==> src/rtl/knn_cluster1_pkg.sv <==
// Shared types and constants for the knn_cluster1 datapath.
// The slot payload is sized for the widest legal product; narrower pipes use the low bits.
package knn_cluster1_pkg;

  localparam int unsigned MUL_MAX_STAGE = 6;
  localparam int unsigned MUL_MAX_P     = 64;

  typedef struct packed {
    logic                 valid;
    logic                 is_signed;
    logic [MUL_MAX_P-1:0] data;
  } mul_slot_t;

  function automatic bit mul_params_ok(int w0, int w1, int wd, int ns);
    return (w0 >= 2) && (w0 <= 32) && (w1 >= 2) && (w1 <= 32) &&
           (wd >= 1) && (wd <= 64) && (ns >= 1) && (ns <= int'(MUL_MAX_STAGE));
  endfunction

endpackage

==> src/rtl/knn_cluster1_mul_pipe_slot.sv <==
// One pipeline slot: valid flag plus payload, loaded whenever the slot can take a beat.
// Payload only changes when a valid beat arrives, so an emptied slot keeps its last data.
module knn_cluster1_mul_pipe_slot
  import knn_cluster1_pkg::*;
(
  input  logic      clk,
  input  logic      reset,
  input  logic      load,
  input  mul_slot_t d,
  output mul_slot_t q
);

  always_ff @(posedge clk) begin
    if (reset) begin
      q <= '0;
    end else if (load) begin
      q.valid <= d.valid;
      if (d.valid) begin
        q.is_signed <= d.is_signed;
        q.data      <= d.data;
      end
    end
  end

endmodule

==> src/rtl/knn_cluster1_mul_pipe.sv <==
// Pipelined signed/unsigned integer multiplier with valid/ready at both ends.
// The product is formed before slot 0; later slots only carry it, collapsing bubbles.
module knn_cluster1_mul_pipe
  import knn_cluster1_pkg::*;
#(
  parameter int din0_WIDTH = 17,
  parameter int din1_WIDTH = 15,
  parameter int dout_WIDTH = 32,
  parameter int NUM_STAGE  = 3
) (
  input  logic                  clk,
  input  logic                  reset,
  input  logic                  in_valid,
  output logic                  in_ready,
  input  logic                  in_signed,
  input  logic [din0_WIDTH-1:0] din0,
  input  logic [din1_WIDTH-1:0] din1,
  output logic                  out_valid,
  input  logic                  out_ready,
  output logic [dout_WIDTH-1:0] dout
);

  localparam int P = din0_WIDTH + din1_WIDTH;

  if (!mul_params_ok(din0_WIDTH, din1_WIDTH, dout_WIDTH, NUM_STAGE)) begin : g_bad_params
    $fatal(1, "knn_cluster1_mul_pipe: parameter out of range");
  end

  logic [P-1:0] a_ext;
  logic [P-1:0] b_ext;
  logic [P-1:0] prod;
  mul_slot_t    head;

  // P-bit modular product of extended operands is exact in both modes.
  always_comb begin
    a_ext = {{din1_WIDTH{in_signed & din0[din0_WIDTH-1]}}, din0};
    b_ext = {{din0_WIDTH{in_signed & din1[din1_WIDTH-1]}}, din1};
    prod  = a_ext * b_ext;
    head              = '0;
    head.valid        = in_valid;
    head.is_signed    = in_signed;
    head.data[P-1:0]  = prod;
  end

  mul_slot_t             slot_d [NUM_STAGE];
  mul_slot_t             slot_q [NUM_STAGE];
  logic [NUM_STAGE-1:0]  slot_valid;
  logic [NUM_STAGE-1:0]  adv;
  logic [NUM_STAGE-1:0]  take;
  logic                  downstream;

  for (genvar k = 0; k < NUM_STAGE; k++) begin : g_slot
    if (k == 0) begin : g_head
      assign slot_d[k] = head;
    end else begin : g_body
      assign slot_d[k] = slot_q[k-1];
    end

    knn_cluster1_mul_pipe_slot u_slot (
      .clk   (clk),
      .reset (reset),
      .load  (take[k]),
      .d     (slot_d[k]),
      .q     (slot_q[k])
    );

    assign slot_valid[k] = slot_q[k].valid;
  end

  // Walk from the output back to slot 0 so readiness ripples combinationally upstream.
  always_comb begin
    adv        = '0;
    take       = '0;
    downstream = out_ready;
    for (int unsigned i = 0; i < NUM_STAGE; i++) begin
      adv[NUM_STAGE-1-i]  = slot_valid[NUM_STAGE-1-i] & downstream;
      take[NUM_STAGE-1-i] = ~slot_valid[NUM_STAGE-1-i] | adv[NUM_STAGE-1-i];
      downstream          = take[NUM_STAGE-1-i];
    end
  end

  mul_slot_t last;
  logic      unused_data;

  assign last        = slot_q[NUM_STAGE-1];
  assign unused_data = ^last.data;
  assign in_ready    = take[0];
  assign out_valid   = last.valid;

  if (dout_WIDTH <= P) begin : g_trunc
    assign dout = last.data[dout_WIDTH-1:0];
  end else begin : g_extend
    assign dout = {{(dout_WIDTH-P){last.is_signed & last.data[P-1]}}, last.data[P-1:0]};
  end

endmodule

==> config.mk <==
export PLATFORM = sky130hd
export DESIGN_NAME = knn_cluster1_mul_pipe
export DESIGN_NICKNAME = d
export VERILOG_FILES = /design/src/rtl/knn_cluster1_pkg.sv /design/src/rtl/knn_cluster1_mul_pipe_slot.sv /design/src/rtl/knn_cluster1_mul_pipe.sv
export SDC_FILE = /design/constraint.sdc
export NUM_CORES = 1
export LEC_CHECK = 0
export BUFFER_PORTS_ARGS = -buffer_cell sky130_fd_sc_hd__buf_4
export CORE_ASPECT_RATIO = 0.8
export CORE_UTILIZATION = 50
export DETAILED_ROUTE_END_ITERATION = 6
export GPL_TIMING_DRIVEN = 0
export PLACE_DENSITY_LB_ADDON = 0.25
export SYNTH_ARGS = -nofsm -noshare
export SYNTH_HDL_FRONTEND = slang
export SYNTH_SLANG_ARGS = --single-unit
==> constraint.sdc <==
create_clock -name clk -period 11.4 [get_ports clk]
set_input_delay 1.71 -clock clk [delete_from_list [all_inputs] [get_ports clk]]
set_output_delay 1.71 -clock clk [all_outputs]
set_load 0.02 [all_outputs]
# Yosys cells after proc, flatten, opt, wreduce, memory -nomap -nowiden
# Index checks and enable logic that the tools add are counted.
# totals
ff_bits	99
# classes
multipliers	1
n_bitwise	11
n_reduce_logical	3
# ops
operator	count
$mul 18x16->32	1
$reduce_and 2->1	3
$and 1x1->1	5
$not 1->1	3
$or 1x1->1	3

# Logic depth before layout (Yosys ltp)
# Gate-level depths: netlist (run 1).
# logic_depth
ltp_word	7
depth_mapped	25
mapped_depth_nobuf	24

# By module
# Synthesis (run 1) repeated with hierarchy kept, for this count alone.
# unflattened
cells_unflattened	2082
area_unflattened_um2	19418.6
# modules_own_cells
module	n_inst	cells_per_inst	area_per_inst_um2	seq_area_each_um2
knn_cluster1_mul_pipe	1	1182	10503.8	0.0
knn_cluster1_mul_pipe_slot	3	300	2971.6	1321.3

# Worst setup path before layout (run 1)
# No wires, ideal clock.
# synth_path
path_kind	input port to flip-flop
from	input in_signed
to	register g_slot[0].u_slot.q[28] (netlist name)
setup_ns	0.131
arrival_ns	7.044
required_ns	11.269
slack_ns	4.226
cell_stages	21
path_buffers	1
path_cell_list	and2_1 -> clkbuf_1 -> nand2_1 -> inv_1 -> fa_1 -> inv_1 -> fa_1 -> inv_1 -> fa_1 -> fa_1 -> fa_1 -> fa_1 -> ha_1 -> o21ai_0 -> nor2b_1 -> nor2_1 -> a31oi_1 -> nor2b_1 -> a41oi_1 -> mux2i_1 -> o21ai_0
# synth_between
elab_chain_len	2
word_cells_on_any_way	3
cone_classes	1 x mul; 2 x bitwise
# synth_lines
element	line_no	text
start, declared	knn_cluster1_mul_pipe.sv:15	input logic in_signed,
$and 1x1->1 (on tied branches)	knn_cluster1_mul_pipe.sv:36, knn_cluster1_mul_pipe.sv:37	
$mul 18x16->32 (*)	knn_cluster1_mul_pipe.sv:38	prod = a_ext * b_ext;
end, declared	knn_cluster1_mul_pipe_slot.sv:10	output mul_slot_t q
# Every way passes the cells marked *; elsewhere a longest branch is shown, timed or not.
# A chain may end at the register's enable or synchronous reset.

# Worst setup path after layout (run 1)
# layout_path
from	input din1[14]
to	register g_slot[0].u_slot.q[29] (netlist name)
# layout_between
elab_chain_len	2
# layout_lines
element	line_no	text
start, declared	knn_cluster1_mul_pipe.sv:17	input logic [din1_WIDTH-1:0] din1,
$and 1x1->1	knn_cluster1_mul_pipe.sv:37	b_ext = {{din0_WIDTH{in_signed & din1[din1_WIDTH-1]}}, din1};
$mul 18x16->32 (*)	knn_cluster1_mul_pipe.sv:38	
# Marked as above.

==> results of run 1 <==
path summary, 6_finish.rpt:
path                          startpoint                     end  slack [ns]  cells past startpoint
setup / recovery                din1[14]  g_slot[0].u_slot.q[29]        3.25                     21
hold reg to reg   g_slot[2].u_slot.q[17]  g_slot[2].u_slot.q[17]        0.45                      2
hold / removal    g_slot[2].u_slot.q[17]  g_slot[2].u_slot.q[17]        0.45                      2
setup reg to reg  g_slot[2].u_slot.q[65]  g_slot[0].u_slot.q[22]        9.14                      7
area by class of cell:
type,count,share of cell area [%]
clock buffers,11,1.60
multi-input cells,1108,68.4
flip-flops and latches,99,13.1
well taps,364,3.00
repair buffers,65,3.22
clock inverters,5,0.347
plain buffers,73,1.81
inverters,344,8.52
critical path: stages:
cell and delay, ns:
clkbuf_1 0.55, nand2_1 0.48, clkbuf_1 0.44, nor2_1 0.24
fa_1 0.45, fa_1 0.47, fa_1 0.55, fa_1 0.46
fa_1 0.50, inv_1 0.05, fa_1 0.54, inv_1 0.06
ha_1 0.37, and3_2 0.21, o2bb2ai_1 0.12, a21oi_1 0.25
nand2_2 0.15, a21oi_2 0.26, o21bai_1 0.11, xor2_1 0.16
a22o_1 0.25
stage by stage:
step	instances	utilization (%)	hold slack (ns)
6_report	2069	55.6	0.452
5_1_grt	2069	55.6	0.474
4_1_cts	2069	55.6	0.455
3_5_place_dp	2053	54.5	0.445
3_3_place_gp	2053	54.5	0.443
2_1_floorplan	1624	-	0.427
layout by cell type (no fill, tap or decap), drive strengths merged, types with 3 or more instances in the layout:
cell	count
a22o	3
o21a	4
nor2	30
clkbuf	77
nand3	11
ha	83
dfxtp	99
a21oi	117
fa	276
or2	4
and2	117
a21o	13
buf	72
o21bai	4
xor2	6
nand2b	6
a31oi	6
or3	4
clkinv	3
nor3	8
o21ai	11
nand2	328
nand4	4
a211oi	4
nor2b	6
xnor2	29
o211ai	4
inv	344
and3	12
cells in the mapped netlist, types with 9 or more instances:
master	count	area [um^2]
a21o_1	13	97.6
a21oi_1	114	571
and2_1	117	732
and3_1	11	68.8
clkbuf_1	66	248
dfxtp_1	99	1980
fa_1	276	5530
ha_1	83	1040
inv_1	344	1290
nand2_1	327	1230
nand3_1	9	45.0
nor2_1	30	113
o21ai_0	10	50.1
xnor2_1	29	254
per-layer routing:
metal  part of all wire (%)  vias to the layer above  routed length (um)
met5                      0                        -                   0
met4                    3.0                        0                1020
met3                    6.8                       63                2350
met2                     47                      324               16200
met1                     43                     5461               14900
li1                       -                     4997                   -
kinds of logic after synthesis:
family / share of synthesized area (%)
flip-flops: 14.2
buffers and inverters: 11.2
AND/OR/NAND/NOR: 17.6
adder cells (fa/ha/maj): 47.1
multiplexers: 0.144
AO/OA/AOI/OAI: 7.42
XOR/XNOR: 2.20
==> flow_metrics.tcl, run 1 <==
set metrics [dict create \
    required_ns 11.63 \
    rows 54 \
    dieArea_um2 28500 \
    worstPathArrival_ns 8.38 \
    cts_buffer_depth 2 \
    routed_via_density 5.24 \
    layout-drive-gt1-share_pct 5.40 \
    clk_latency_ns 0.34 \
    fin_nets 2096 \
    largest-register "g_slot.u_slot.q" \
    cts_resized 0 \
    grt_max_degree 16 \
    port_buffers 65 \
    status "completed" \
    use_met2_pct 43.2 \
    wl_um 34500 \
    clock.fmax_mhz 123 \
    timing.final.hold_violations 0 \
    syn_avg_cell_area_um2 8.57 \
    fin_crit_sh_pct 71.5 \
    use_met1_pct 35.1 \
    synth_seq_area_share_pct 14.2 \
    dr.pass1.iters 4 \
    cts_tree "built" \
    crit_path_start_kind "input pin" \
    fin_area_um2 15200 \
    diodes 0 \
    core_um2 27300 \
    die_h_um 151 \
    drtIter0Drc 868 \
    post_cts_buffers 0 \
    ys_ff_latch 99 \
    syn_area_um2 13900 \
    min_path_type "reg2reg" \
    cts_hold_buf 0 \
    postSynthCellCount 1624 \
    io_pins 71 \
    clock-sinks 99 \
    path_max_fanout 10 \
    maxCapViolCount 0 \
    ant_nets 0 \
    antenna_found_initial 1 \
    worstMarginPinSlew_ns 0.775 \
    slew_headroom_pct 48.3 \
    multi_input_area_um2 10400 \
    grt_pass1_wl_um 57200 \
    synth-edff-count 0 \
    fin_tns_setup_ns 0 \
    htreeDepth 3 \
    min_period_ns 8.15 \
    slew_violations 0 \
    ys_async_sr_fraction_pct 0 \
    track_usage_pct 26.0 \
    setup_viol 0 \
    path_clk_slew_ns 0.07 \
    seqCellArea_um2 1980 \
    worst_clock_skew_ns 0.00550 \
    initial_core_util_pct 51.0 \
    placed_area_um2 14900 \
    area_growth_syn_to_layout_pct 8.90 \
    ys_types 50 \
    rsz0062_at_grt "no" \
    routed-via-count 10800 \
    setup_ws_ns 3.25 \
    numCtsBuffers 9 \
    grt_pass1_vias 11200 \
    ys.flop_type "dfxtp_1" \
    wl_per_cell_um 16.7 \
    largest_reg_flops 99 \
    syn_nets 2020 \
    critPathKind "in2reg" \
    top_usage_layer "met2" \
    end_kind "register" \
    drc 0 \
    overflow 0 \
    dp_hpwl_um 28500 \
    place_ws_ns 3.05 \
    gp_congestion 0.928 \
    use_met3_pct 4.40 \
    fill_cells 2564 \
    cts_root_buf "clkbuf_16" \
    yosys_warnings 0 \
    die_w_um 189 \
    largest_registers "g_slot.u_slot.q (99)" \
]
Power of run 1 is not shown: default switching activity piles up to over one toggle a cycle in this logic, so the estimate is an artifact.
==> run 2, diff against run 1 <==
==> constraint.sdc (replaced) <==
create_clock -name clk -period 7.1 [get_ports clk]
set_input_delay 1.065 -clock clk [delete_from_list [all_inputs] [get_ports clk]]
set_output_delay 1.065 -clock clk [all_outputs]
set_load 0.02 [all_outputs]
==> flow_metrics.tcl, run 2 (synthesis results as in run 1) <==
set metrics [dict create \
    status "completed" \
    crit-reg2reg-capture "g_slot[0].u_slot.q[22]" \
    die_w_um 189 \
    maxCapViolCount 0 \
    antenna_found_initial 1 \
    hold-path-cell-count 2 \
    dp_hpwl_um 28500 \
    cts_tree "built" \
    ant_nets 0 \
    setup_viol 0 \
    largest-register "g_slot.u_slot.q" \
    cts_root_buf "clkbuf_16" \
    setup_ws_ns 0.240 \
    slew_violations 0 \
    layout_commonest_cell "inv_1" \
    fin_crit_sh_pct 96.6 \
    worstPathArrival_ns 7.09 \
    io_pins 71 \
    gp_congestion 0.928 \
    wl_per_cell_um 16.4 \
    place_ws_ns -0.600 \
    grt_pass1_wl_um 57200 \
    numCtsBuffers 9 \
    routed_via_density 5.24 \
    routed-via-count 10800 \
    overflow 0 \
    grt_max_degree 16 \
    clock-sinks 99 \
    largest_registers "g_slot.u_slot.q (99)" \
    critPathKind "in2reg" \
    clock.fmax_mhz 146 \
    fin_tns_setup_ns 0 \
    track_usage_pct 26.0 \
    ff2ff_path_depth 7 \
    drtIter0Drc 835 \
    wl_um 33600 \
    timing.final.hold_violations 0 \
    cts_hold_buf 0 \
    drc 0 \
    end_kind "register" \
    die_h_um 151 \
    r2r_start "g_slot[2].u_slot.q[65]" \
    core_um2 27300 \
    clk_latency_ns 0.34 \
    layout_common_cells "inv_1 (344), nand2_1 (326), fa_1 (275)" \
    path_clk_slew_ns 0.06 \
    fin_nets 2084 \
    largest_reg_flops 99 \
    required_ns 7.33 \
    cts_buffer_depth 2 \
    htreeDepth 3 \
    whs_endpoint "g_slot[2].u_slot.q[17]" \
    port_buffers 65 \
    worst_clock_skew_ns 0.00506 \
    area_growth_syn_to_layout_pct 8.77 \
    slew_headroom_pct 57.0 \
    ff2ff_setup_slack_ns 4.84 \
    dieArea_um2 28500 \
    initial_core_util_pct 51.0 \
    min_period_ns 6.86 \
    path_max_fanout 10 \
    grt_pass1_vias 11200 \
    diodes 0 \
    min_path_type "reg2reg" \
    min_from "g_slot[2].u_slot.q[17]" \
    layout-drive-gt1-share_pct 6.50 \
    worstMarginPinSlew_ns 0.645 \
    crit_path_start_kind "input pin" \
    dr.pass1.iters 5 \
    rsz0062_at_grt "no" \
    rows 54 \
]
==> run 2: cell count changes in the layout (fill, tap and decap cells not counted) <==
cell	before	now
clkbuf_1	67	39
clkbuf_2	0	13
buf_2	0	2
buf_4	65	66
fa_1	276	275
fa_2	0	1
nand2_1	327	326
nand2_2	1	2
==> run 2: timing repair <==
item	CTS	global route
setup buffers	0	1
setup endpoints to repair	12	13
pin swaps	0	1
resized for setup	5	24
endpoints found under the hold margin	0	0
==> run 2: final cells by class <==
| type | instances | area, um^2 |
|---|---|---|
| Buffer | 60 | 244 |
| Sequential cell | 99 | 1980 |
| Fill cell | 2556 | 12200 |
| Inverter | 344 | 1290 |
| Multi-Input combinational cell | 1108 | 10400 |
| Timing Repair Buffer | 66 | 495 |
| Clock buffer | 11 | 243 |
| Tap cell | 364 | 455 |
| Clock inverter | 5 | 52.6 |
==> run 2: how the worst max path moves through the flow <==
stage | startpoint | end | slack [ns] | cells after the start
after global placement | din1[14] | g_slot[0].u_slot.q[29] | -0.46 | 21
after detailed placement | din1[14] | g_slot[0].u_slot.q[29] | -0.60 | 21
final | din1[13] | g_slot[0].u_slot.q[29] | 0.24 | 21
after floorplan | in_signed | g_slot[0].u_slot.q[28] | 0.57 | 21
after CTS | din1[8] | g_slot[0].u_slot.q[29] | 0.04 | 21
after global routing | din0[16] | g_slot[0].u_slot.q[28] | 0.007 | 24
==> run 2: layer usage <==
| layer | GRT usage, % | wire length [um] |
|---|---|---|
| met5 | 0 | 0 |
| met2 | 43.2 | 15800 |
| met3 | 4.40 | 2060 |
| met4 | 7.86 | 1020 |
| met1 | 35.1 | 14700 |
==> run 2: worst max-delay path, cell delays in order <==
cell       delay [ns]
buf_4            0.17
clkbuf_1         0.52
nand2_1          0.17
fa_1             0.53
fa_1             0.50
inv_1            0.06
fa_1             0.53
fa_1             0.44
fa_1             0.50
inv_1            0.05
fa_1             0.56
inv_1            0.07
ha_1             0.37
and3_2           0.25
o2bb2ai_1        0.12
a21oi_1          0.25
nand2_2          0.16
a21oi_2          0.26
o21bai_1         0.11
xor2_1           0.16
a22o_1           0.25
==> run 2: stage by stage <==
stage | area [um^2] | hold WS [ns] | util [%] | std cells
after floorplan | 13900 | 0.427 | - | 1624
after global placement | 14900 | 0.443 | 54.5 | 2053
after detailed placement | 14900 | 0.445 | 54.5 | 2053
after CTS | 15200 | 0.455 | 55.6 | 2069
after global routing | 15100 | 0.474 | 55.5 | 2057
final | 15100 | 0.452 | 55.5 | 2057
Power of run 2 is left out for the same reason.
==> run 3, diff against run 2 <==
--- a/config.mk
+++ b/config.mk
@@ -6,7 +6,6 @@
 export NUM_CORES = 1
 export LEC_CHECK = 0
 export BUFFER_PORTS_ARGS = -buffer_cell sky130_fd_sc_hd__buf_4
-export CORE_ASPECT_RATIO = 0.8
 export CORE_UTILIZATION = 50
 export DETAILED_ROUTE_END_ITERATION = 6
 export GPL_TIMING_DRIVEN = 0
==> flow_metrics.tcl, run 3 (synthesis results as in run 1) <==
set metrics [dict create \
    status "completed" \
    dp_cells 2061 \
    io_pins 71 \
    worstPathArrival_ns 7.02 \
    numCtsBuffers 9 \
    worst_clock_skew_ns 0.00604 \
    overflow 0 \
    diodes 0 \
    grt_pass1_wl_um 57300 \
    die_w_um 169 \
    track_usage_pct 26.0 \
    end_kind "register" \
    cp-startpoint "din1[8]" \
    cts_root_buf "clkbuf_16" \
    largest-register "g_slot.u_slot.q" \
    die_h_um 169 \
    largest_reg_flops 99 \
    port_buffers 65 \
    clock-sinks 99 \
    required_ns 7.30 \
    critPathKind "in2reg" \
    fin_crit_sh_pct 96.1 \
    min_period_ns 6.83 \
    dieArea_um2 28500 \
    slew_headroom_pct 54.4 \
    place_ws_ns -0.440 \
    gp_congestion 0.900 \
    crit-reg2reg-capture "g_slot[0].u_slot.q[22]" \
    fin_tns_setup_ns 0 \
    setup_ws_ns 0.274 \
    fin_hold_ws_ns 0.453 \
    slew_violations 0 \
    clk_latency_ns 0.35 \
    initial_core_util_pct 51.4 \
    antenna_found_initial 0 \
    path_max_fanout 10 \
    htreeDepth 3 \
    drtIter0Drc 647 \
    ff2ff_setup_slack_ns 4.86 \
    grt_pass1_vias 11500 \
    cts_buffer_depth 2 \
    multi_input_area_um2 10400 \
    wl_per_cell_um 16.0 \
    crit_path_start_kind "input pin" \
    dr.pass1.iters 6 \
    fill_cells 2517 \
    timing.final.hold_violations 0 \
    fin_nets 2086 \
    core_um2 27100 \
    ant_nets 0 \
    path_clk_slew_ns 0.06 \
    r2r_start "g_slot[2].u_slot.q[65]" \
    grt_max_degree 16 \
    area_growth_syn_to_layout_pct 8.87 \
    layout_commonest_cell "inv_1" \
    critPathCapture "g_slot[0].u_slot.q[28]" \
    wl_um 33100 \
    dp_hpwl_um 28100 \
    setup_viol 0 \
    routed-via-count 10800 \
    maxCapViolCount 0 \
    layout_common_cells "inv_1 (344), nand2_1 (326), fa_1 (275)" \
    ff2ff_path_depth 7 \
    clock.fmax_mhz 146 \
    fin_cells 2067 \
    seqCellArea_um2 1980 \
    largest_registers "g_slot.u_slot.q (99)" \
    routed_via_density 5.20 \
    layout-drive-gt1-share_pct 6.61 \
    cts_tree "built" \
    drc 0 \
    worstMarginPinSlew_ns 0.684 \
    rows 60 \
    min_path_type "reg2reg" \
]
## run 3: area by class of cell
type | instances | area share, %
Clock buffer | 12 | 1.69
Sequential cell | 99 | 13.1
Clock inverter | 4 | 0.165
Buffer | 62 | 1.66
Timing Repair Buffer | 66 | 3.27
Multi-Input combinational cell | 1108 | 68.6
Tap cell | 372 | 3.07
Inverter | 344 | 8.52
## run 3: repair_timing
action,4_1_cts,5_1_grt
hold buffers,0,0
pin swaps,0,2
setup endpoints to repair,3,11
setup buffers,0,1
gates resized for setup,3,28
## run 3: routing by layer
| layer | global-route usage (%) | share of wire (%) |
|---|---|---|
| met1 | 33.0 | 40 |
| met2 | 44.6 | 49 |
| met3 | 4.51 | 7.4 |
| met4 | 9.60 | 3.6 |
| met5 | 0 | 0 |
## run 3: worst min path at each step
| stage | startpoint | to | slack [ns] | cells after the start |
|---|---|---|---|---|
| final | g_slot[1].u_slot.q[0] | g_slot[2].u_slot.q[0] | 0.45 | 2 |
| after global routing | g_slot[1].u_slot.q[23] | g_slot[2].u_slot.q[23] | 0.47 | 2 |
| after CTS | g_slot[1].u_slot.q[10] | g_slot[1].u_slot.q[10] | 0.46 | 2 |
| after detailed placement | g_slot[1].u_slot.q[27] | g_slot[1].u_slot.q[27] | 0.45 | 2 |
| after global placement | g_slot[0].u_slot.q[12] | g_slot[0].u_slot.q[12] | 0.45 | 2 |
| after floorplan | g_slot[0].u_slot.q[24] | g_slot[1].u_slot.q[24] | 0.43 | 2 |
## run 3: critical path, stage by stage
cell and delay (ns):
clkbuf_1 0.45, clkbuf_2 0.34, nand2_1 0.11, fa_1 0.51, inv_1 0.05, fa_1 0.48, fa_1 0.59, fa_1 0.44
fa_1 0.49, inv_1 0.05, fa_1 0.47, inv_1 0.04, ha_1 0.34, a21o_1 0.22, a31oi_2 0.24, a21boi_0 0.13
o21ai_0 0.18, o211ai_1 0.11, buf_4 0.17, a41oi_1 0.24, mux2i_1 0.21, o21ai_0 0.10
## run 3: metrics by stage
step	util (%)	area [um^2]
final	55.9	15200
after global routing	55.9	15200
after CTS	56.0	15200
after detailed placement	54.9	14900
after global placement	54.9	14900
after floorplan	-	13900
Power of run 3 is left out for the same reason.
